==> src/rtl/pwm_capture_pkg.sv <==
// Shared types and constants for the PWM period / high-time capture block.
// Holds the FSM state enum, default counter width and timeout, and averaging depth.
// No logic; imported by pwm_capture and pwm_sync_edge.
package pwm_capture_pkg;

  localparam int CNT_W_DEF   = 16;
  localparam int TIMEOUT_DEF = 65535;
  localparam int AVG_DEPTH   = 4;
  localparam int AVG_SHIFT   = $clog2(AVG_DEPTH);

  typedef enum logic [1:0] {
    ST_IDLE    = 2'd0,  // no reference rising edge yet
    ST_HIGH_PH = 2'd1,  // high phase of the current period
    ST_LOW_PH  = 2'd2   // low phase, waiting for the closing rising edge
  } state_e;

endpackage

==> src/rtl/pwm_sync_edge.sv <==
// Two-flop synchronizer for the asynchronous PWM line plus rising-edge detector.
// Latency: level and rise are available 2 cycles after the input transition.
// No backpressure; free-running every cycle.
module pwm_sync_edge
  import pwm_capture_pkg::*;
(
  input  logic i_clk,
  input  logic i_rst,
  input  logic i_async,
  output logic o_level,
  output logic o_rise
);

  logic r_q1;
  logic r_q2;

  // Synchronizer chain; both stages cleared by reset so no spurious edge history survives
  always_ff @(posedge i_clk) begin
    if (i_rst) begin
      r_q1 <= 1'b0;
      r_q2 <= 1'b0;
    end else begin
      r_q1 <= i_async;
      r_q2 <= r_q1;
    end
  end

  assign o_level = r_q1;
  assign o_rise  = r_q1 & ~r_q2;

endmodule

==> src/rtl/pwm_capture.sv <==
// Measures PWM period and high time between consecutive rising edges; flags a stuck line.
// Latency: PERIOD/HIGH/VALID update 1 cycle after the closing edge is detected (3 cycles after the pin).
// No backpressure; VALID is a single-cycle pulse. Optional PWM_CAPTURE_AVG_EN averages 4 periods.
module pwm_capture
  import pwm_capture_pkg::*;
#(
  parameter int CNT_W   = CNT_W_DEF,
  parameter int TIMEOUT = TIMEOUT_DEF
) (
  input  logic             i_clk,
  input  logic             i_rst,
  input  logic             i_pwm_in,
  output logic [CNT_W-1:0] o_period,
  output logic [CNT_W-1:0] o_high,
  output logic             o_valid,
  output logic             o_stuck,
  output logic             o_stuck_lvl
);

  localparam logic [CNT_W-1:0] TMO = CNT_W'(TIMEOUT);
  localparam logic [CNT_W-1:0] ONE = CNT_W'(1);

  logic             w_level;
  logic             w_rise;
  state_e           r_state;
  state_e           w_state_nxt;
  logic [CNT_W-1:0] r_per;
  logic [CNT_W-1:0] r_hi;
  logic [CNT_W-1:0] w_per_nxt;
  logic [CNT_W-1:0] w_hi_nxt;
  logic             w_done;
  logic             w_tmo;
  logic [CNT_W-1:0] r_period;
  logic [CNT_W-1:0] r_high;
  logic             r_valid;
  logic             r_stuck;
  logic             r_stuck_lvl;

  pwm_sync_edge u_sync (
    .i_clk   (i_clk),
    .i_rst   (i_rst),
    .i_async (i_pwm_in),
    .o_level (w_level),
    .o_rise  (w_rise)
  );

  // Next-state and counter update; the timeout compare keeps both counters below 2^CNT_W
  always_comb begin
    w_state_nxt = r_state;
    w_per_nxt   = r_per;
    w_hi_nxt    = r_hi;
    w_done      = 1'b0;
    w_tmo       = 1'b0;
    case (r_state)
      ST_IDLE: begin
        if (w_rise) begin
          w_state_nxt = ST_HIGH_PH;
          w_per_nxt   = ONE;
          w_hi_nxt    = ONE;
        end
      end
      ST_HIGH_PH: begin
        if (r_per == TMO) begin
          w_state_nxt = ST_IDLE;
          w_tmo       = 1'b1;
          w_per_nxt   = '0;
          w_hi_nxt    = '0;
        end else if (w_level) begin
          w_per_nxt = r_per + ONE;
          w_hi_nxt  = r_hi + ONE;
        end else begin
          w_state_nxt = ST_LOW_PH;
          w_per_nxt   = r_per + ONE;
        end
      end
      ST_LOW_PH: begin
        // A closing edge wins over a simultaneous timeout: the period is complete at exactly TIMEOUT
        if (w_rise) begin
          w_state_nxt = ST_HIGH_PH;
          w_done      = 1'b1;
          w_per_nxt   = ONE;
          w_hi_nxt    = ONE;
        end else if (r_per == TMO) begin
          w_state_nxt = ST_IDLE;
          w_tmo       = 1'b1;
          w_per_nxt   = '0;
          w_hi_nxt    = '0;
        end else begin
          w_per_nxt = r_per + ONE;
        end
      end
      default: begin
        w_state_nxt = ST_IDLE;
        w_per_nxt   = '0;
        w_hi_nxt    = '0;
      end
    endcase
  end

  // State and measurement counters
  always_ff @(posedge i_clk) begin
    if (i_rst) begin
      r_state <= ST_IDLE;
      r_per   <= '0;
      r_hi    <= '0;
    end else begin
      r_state <= w_state_nxt;
      r_per   <= w_per_nxt;
      r_hi    <= w_hi_nxt;
    end
  end

`ifdef PWM_CAPTURE_AVG_EN
  localparam int ACC_W = CNT_W + AVG_SHIFT;

  logic [ACC_W-1:0]     r_acc_p;
  logic [ACC_W-1:0]     r_acc_h;
  logic [AVG_SHIFT-1:0] r_tally;
  logic [ACC_W-1:0]     w_sum_p;
  logic [ACC_W-1:0]     w_sum_h;
  logic [CNT_W-1:0]     w_avg_p;
  logic [CNT_W-1:0]     w_avg_h;
  logic                 w_avg_last;

  assign w_sum_p    = r_acc_p + ACC_W'(r_per);
  assign w_sum_h    = r_acc_h + ACC_W'(r_hi);
  assign w_avg_p    = CNT_W'(w_sum_p >> AVG_SHIFT);
  assign w_avg_h    = CNT_W'(w_sum_h >> AVG_SHIFT);
  assign w_avg_last = (r_tally == AVG_SHIFT'(AVG_DEPTH - 1));

  // Accumulate complete periods; a timeout discards the partial group
  always_ff @(posedge i_clk) begin
    if (i_rst || w_tmo) begin
      r_acc_p <= '0;
      r_acc_h <= '0;
      r_tally <= '0;
    end else if (w_done) begin
      if (w_avg_last) begin
        r_acc_p <= '0;
        r_acc_h <= '0;
        r_tally <= '0;
      end else begin
        r_acc_p <= w_sum_p;
        r_acc_h <= w_sum_h;
        r_tally <= r_tally + AVG_SHIFT'(1);
      end
    end
  end
`endif

  // Output registers: measurement publish with VALID pulse, stuck flag and level
  always_ff @(posedge i_clk) begin
    if (i_rst) begin
      r_period    <= '0;
      r_high      <= '0;
      r_valid     <= 1'b0;
      r_stuck     <= 1'b0;
      r_stuck_lvl <= 1'b0;
    end else begin
      r_valid <= 1'b0;
      if (w_tmo) begin
        r_stuck     <= 1'b1;
        r_stuck_lvl <= w_level;
      end else if (w_rise && (r_state == ST_IDLE)) begin
        r_stuck <= 1'b0;
      end
`ifdef PWM_CAPTURE_AVG_EN
      if (w_done && w_avg_last) begin
        r_period <= w_avg_p;
        r_high   <= w_avg_h;
        r_valid  <= 1'b1;
      end
`else
      if (w_done) begin
        r_period <= r_per;
        r_high   <= r_hi;
        r_valid  <= 1'b1;
      end
`endif
    end
  end

  assign o_period    = r_period;
  assign o_high      = r_high;
  assign o_valid     = r_valid;
  assign o_stuck     = r_stuck;
  assign o_stuck_lvl = r_stuck_lvl;

endmodule

==> config.mk <==
export PLATFORM = sky130hd
export DESIGN_NAME = pwm_capture
export DESIGN_NICKNAME = d
export VERILOG_FILES = /design/src/rtl/pwm_capture_pkg.sv /design/src/rtl/pwm_sync_edge.sv /design/src/rtl/pwm_capture.sv
export SDC_FILE = /design/constraint.sdc
export NUM_CORES = 1
export LEC_CHECK = 0
export CORE_ASPECT_RATIO = 1.4
export CORE_MARGIN = 2
export CORE_UTILIZATION = 40
export CTS_CLUSTER_SIZE = 12
export DETAILED_ROUTE_END_ITERATION = 8
export PLACE_DENSITY = 0.68
export SLEW_MARGIN = 30
export SYNTH_ARGS = -nofsm -noshare
export SYNTH_HDL_FRONTEND = slang
export SYNTH_SLANG_ARGS = --single-unit
==> constraint.sdc <==
create_clock -name i_clk -period 2.66 [get_ports i_clk]
set_input_delay 0.532 -clock i_clk [delete_from_list [all_inputs] [get_ports i_clk]]
set_output_delay 0.532 -clock i_clk [all_outputs]
set_load 0.01 [all_outputs]
== Word-level counts from Yosys, hierarchy flattened ==
Cells that the tools add are included.

* Memories: 0
* Word-level logic and storage cells: 49
* Memory bits (writable): 0
* ROM bits: 0
* Input port bits: 3
* Output and inout bits: 35
* Latch bits: 0
* Bits in registers: 71

* Bitwise operators: 2
* Mux-type cells: 23
* Reduce and logical (&&, ||, !) cells: 5
* Shift operators: 0
* $mul: 0
* Add/sub/neg operators: 2
* Order comparisons: 0
* Equality and inequality tests: 7
* Divide/modulo/power cells: 0

{| class="wikitable"
|+ Operator list
! operator !! count
|-
| $mux 16 || 7
|-
| $pmux 16 s3 || 2
|-
| $add 16x1->16 const B || 2
|-
| $eq 16x16->1 const B || 1
|-
| $mux 2 || 5
|-
| $mux 1 || 7
|-
| $ne 3x3->1 const B || 2
|-
| $pmux 2 s3 || 1
|-
| $reduce_and 3->1 || 2
|-
| $ne 3x2->1 const B || 1
|-
| $eq 2x1->1 const B || 1
|-
| $eq 2x2->1 const B || 1
|-
| $logic_not 2->1 || 1
|-
| $ne 2x2->1 const B || 1
|-
| $pmux 1 s2 || 1
|-
| $reduce_bool 2->1 || 1
|-
| $and 1x1->1 || 1
|-
| $logic_and 1x1->1 || 1
|-
| $not 1->1 || 1
|}

== Logic depth before layout (Yosys ltp) ==
* Depth in word-level cells: 5
* Gate-level depth with buffers: 9

== Cells and area by module ==
Synthesis repeated with hierarchy kept, for this count alone.

* Cells, all modules: 383
* Area total of the unflattened synthesis: 3144.3 µm²

{| class="wikitable"
|+ Modules (own cells, without submodules)
! module !! instances !! area an instance (µm²) !! cells each
|-
| pwm_capture || 1 || 3083.0 || 378
|-
| pwm_sync_edge || 1 || 61.3 || 5
|}

== Worst setup path before layout ==
OpenSTA, ideal clock, no wires.

* Path kind: register to register
* Start: register r_state[0]
* End: register r_hi[5]
* Library setup time: 0.096 ns
* Buffers on the path: 2
* Arrival time: 1.939 ns
* Path slack: 0.625 ns
* Clock period less this slack: 2.035 ns
* Stages on the path, launching flop included: 10
* Cells stage by stage: dfxtp_1 -> inv_1 -> ha_1 -> buf_2 -> nor3_1 -> a21o_1 -> a211oi_1 -> clkbuf_1 -> o21ai_0 -> o41ai_2

* Word-level cells in the longest chain between the ends: 3

{| class="wikitable"
|+ RTL lines
! what !! RTL line !! source
|-
| start, declared || pwm_capture.sv:25 || <nowiki>state_e r_state;</nowiki>
|-
| start signal, assigned || pwm_capture.sv:107 || <nowiki>r_state <= w_state_nxt;</nowiki>
|-
| $eq 2x1->1, or another cell as far along || pwm_capture.sv:54 || <nowiki>case (r_state)</nowiki>
|-
| $ne 3x2->1 (no source line), or another cell as far along || -- ||
|-
| $reduce_and 3->1 (no source line) || -- ||
|-
| end signal, assigned || pwm_capture.sv:109 || <nowiki>r_hi <= w_hi_nxt;</nowiki>
|-
| end, declared || pwm_capture.sv:28 || <nowiki>logic [CNT_W-1:0] r_hi;</nowiki>
|}

Several ways; a longest one is shown, not always the timed one.
A chain may end at the register's enable or synchronous reset.

== Worst setup path after layout ==
* Start: register r_state[1]
* End: register r_hi[0]

Same word-level chain as after synthesis.

==> results_dict.tcl <==
set metrics [dict create \
    run_status "finished clean" \
    critPathTopFamily "compound AO/OA/AOI/OAI gates" \
    initial_core_util_pct 40.5 \
    tightest_slew_ns 0.592 \
    yosys.area_share.simple_pct 25.0 \
    core_area_um2 7650 \
    synth-adder-area-share_pct 2.42 \
    synth_area_um2 3100 \
    insertion_delay_ns 0.35 \
    dp.cells 512 \
    combinational_family_with_the_most_area_after_synthesis "simple AND/OR/NAND/NOR gates" \
    seqPwrFrac_pct 47.4 \
    post-dp-hpwl_mm 4.99 \
    initialDrtViolationCount 171 \
    clkSinkCount 71 \
    top_level_ports 38 \
    setup.worst_path.class "flop to flop" \
    comb_power_share_pct 22.2 \
    asr_flop_ratio_synth_pct 0 \
    grt_first_pass_wirelength_mm 11.9 \
    drc_errors 0 \
    worstPathArrival_ns 2.61 \
    synth-main-ff-cell "dfxtp_1" \
    postSynthNetCount 396 \
    grt_remaining_overflow 0 \
    yosys.area.top_type "dfxtp_1" \
    detail_route.wl_per_cell_um 13.4 \
    hp-class "flop to flop" \
    final-hold-violation-count 0 \
    post-route-min-period_ns 2.40 \
    number_of_pins_exceeding_their_max_slew_limit_in_the_final_report 0 \
    share_of_the_synthesized_area_in_compound_gates_ao_oa_aoi_oai_pct 18.4 \
    fin_setup_tns_ns 0 \
    p_sw_mw 0.789 \
    multi_input_comb_area_um2 1530 \
    power_report.internal_total_mw 1.59 \
    nNetsFinal 432 \
    unrepaired_setup_endpoints_after_global_routing "no" \
    synth_top_cell_area_share_pct 45.8 \
    critPathSlowestCell "ha_1" \
    layout.area.seq_um2 1420 \
    routability_congestion_estimate 0.822 \
    critPathMaxStageDelay_ns 0.47 \
    worst-endpoint-required_ns 2.87 \
    die_w_um 78.4 \
    timing.fmax_ghz 0.416 \
    drive_gt1_share_pct 6.07 \
    clk_pin_slew_ns 0.07 \
    groute.usage.overall_pct 17.7 \
    synth_top_area_cells "dfxtp_1 (46%), nand2_1 (9.4%), a21oi_1 (7.9%)" \
    drt_pre_antenna_iters 7 \
    layout_worst_path_cycle_share_pct 90.3 \
    crit_path_start_kind "flop" \
    cp-end-kind "flop" \
    flow.area_growth_from_synthesis_pct 20.1 \
    synth_enable_flop_cells 0 \
    number_of_antenna_violations_at_the_first_check_in_global_routing 0 \
    timing.critical_path.fanout_max 13 \
    filler_cell_count 739 \
    via_count 2783 \
    cts_buffer_depth 2 \
    syn_inst 387 \
    p_sw_share_pct 33.1 \
    clk_root_buffer_cell "clkbuf_8" \
    postSynthRegisterBits 71 \
    synthesis_warning_total 0 \
    finalWirelength_mm 7.10 \
    ir_worst_vdd_mv 0.356 \
    antenna_violating_nets_post_route 0 \
    hold_buffers 0 \
    slew_headroom_pct 60.6 \
    final_core_utilization_pct 48.7 \
    post_synthesis_average_cell_area_um2 8.01 \
    worstPathCellList "inv_1 -> ha_1 -> o21ai_0 -> a21o_1 -> a21oi_2 -> nand2b_1 -> o221ai_1" \
    yosysSeqAreaShare_pct 45.8 \
    post_synth_mux_area_share_pct 0.323 \
    maxCapViolCount 0 \
    yosys.cell_types.count 46 \
    clockPowerShare_pct 30.4 \
    chipHeight_um 108 \
    yosys-top-cells-count "nand2_1 (78), dfxtp_1 (71), a21oi_1 (49), nor2_1 (28), nand3_1 (20)" \
    timing.critical_path.buf_inv 1 \
    final.hold.worst_slack_ns 0.455 \
    leakage_power_of_the_design_nw 1.19 \
    powerDensity_nw_per_um2 640 \
    numCtsBuffers 9 \
    post_cts_resized 0 \
    synth-xor-area-share_pct 3.11 \
    grt_max_degree 50 \
    cts_tree "done" \
    yosysMostFrequentCell "nand2_1" \
    number_of_buffer_cells_added_on_primary_ports 37 \
    finalNonFillerCells 528 \
    grt_pass1_vias 2668 \
    post_drt_via_cell_ratio 5.27 \
    floorplan_die_area_um2 8480 \
    setup-violations-final 0 \
    antenna_cells 0 \
    clock_skews_ns 0.00592 \
    placementRows 38 \
    postCtsSetupRepairBufs 0 \
    number_of_levels_the_h_tree_was_split_into 3 \
]
power by group through the flow:
stage / Combinational [mW] / Sequential (mW) / Clock (mW)
2_1_floorplan: 0.416 / 1.14 / 0
3_3_place_gp: 0.508 / 1.15 / 0
3_5_place_dp: 0.521 / 1.15 / 0
4_1_cts: 0.522 / 1.13 / 0.745
5_1_grt: 0.586 / 1.14 / 0.788
6_report: 0.528 / 1.13 / 0.726
logic make-up after synthesis:
group / count (synthesis)
flops: 71
fa+ha+maj: 6
mux: 1
simple gates: 168
buf+inv: 37
xor+xnor: 11
compound gates: 93
final timing paths:
| path | startpoint | end | slack [ns] | depth (start not counted) |
|---|---|---|---|---|
| worst max-delay path | r_state[1] | r_hi[0] | 0.26 | 7 |
| worst min register to register | o_high[6] | o_high[6] | 0.46 | 2 |
| worst max register to register | r_state[1] | r_hi[0] | 0.26 | 7 |
| worst min-delay path | o_high[6] | o_high[6] | 0.46 | 2 |
sequential cells by signal (all words and copies together), names as in the netlist, 2 cells and up:
signal / count
o_high: 16
o_period: 16
r_hi: 16
r_per: 16
r_state: 2
metal layers:
layer	wire, um	up-vias	GRT usage (%)
li1	-	1413	-
met1	2950	1318	19.1
met2	3810	41	32.4
met3	202	11	4.09
met4	130	0	8.27
met5	0	-	0
layout by cell type, fill, tap and decap left out, drive strengths merged, types with 3 or more instances in the layout:
cell type	count
nor2	28
nor2b	4
buf	8
clkbuf	11
nand2	78
o21ai	16
xor2	6
nand2b	3
a211oi	4
clkdlybuf4s50	37
inv	17
a31oi	5
ha	6
xnor2	5
a21oi	50
dfxtp	71
nand3	21
and3	4
nand4	8
clkinv	5
or4	9
nor3	5
nand3b	3
area by class of cell:
class                   count  area share, %
multi-input cells         279           41.0
flip-flops and latches     71           38.2
repair buffers             45           11.6
clock buffers              11           3.53
well taps                 100           3.36
inverters                  17           1.71
clock inverters             5          0.672
stage by stage:
stage / worst slack, ns / cell area (um^2) / total power, mW
5_1_grt: 0.134 / 3720 / 2.51
4_1_cts: 0.301 / 3720 / 2.40
3_3_place_gp: 0.396 / 3570 / 1.66
3_5_place_dp: 0.313 / 3570 / 1.67
2_1_floorplan: 0.625 / 3100 / 1.56
6_report: 0.259 / 3720 / 2.38
tightest hold or removal path: stages (launching register included):
cell and delay (ns):
dfxtp_1 0.31, nand2_1 0.05, a21oi_1 0.05
(Power assumes the default switching activity.)
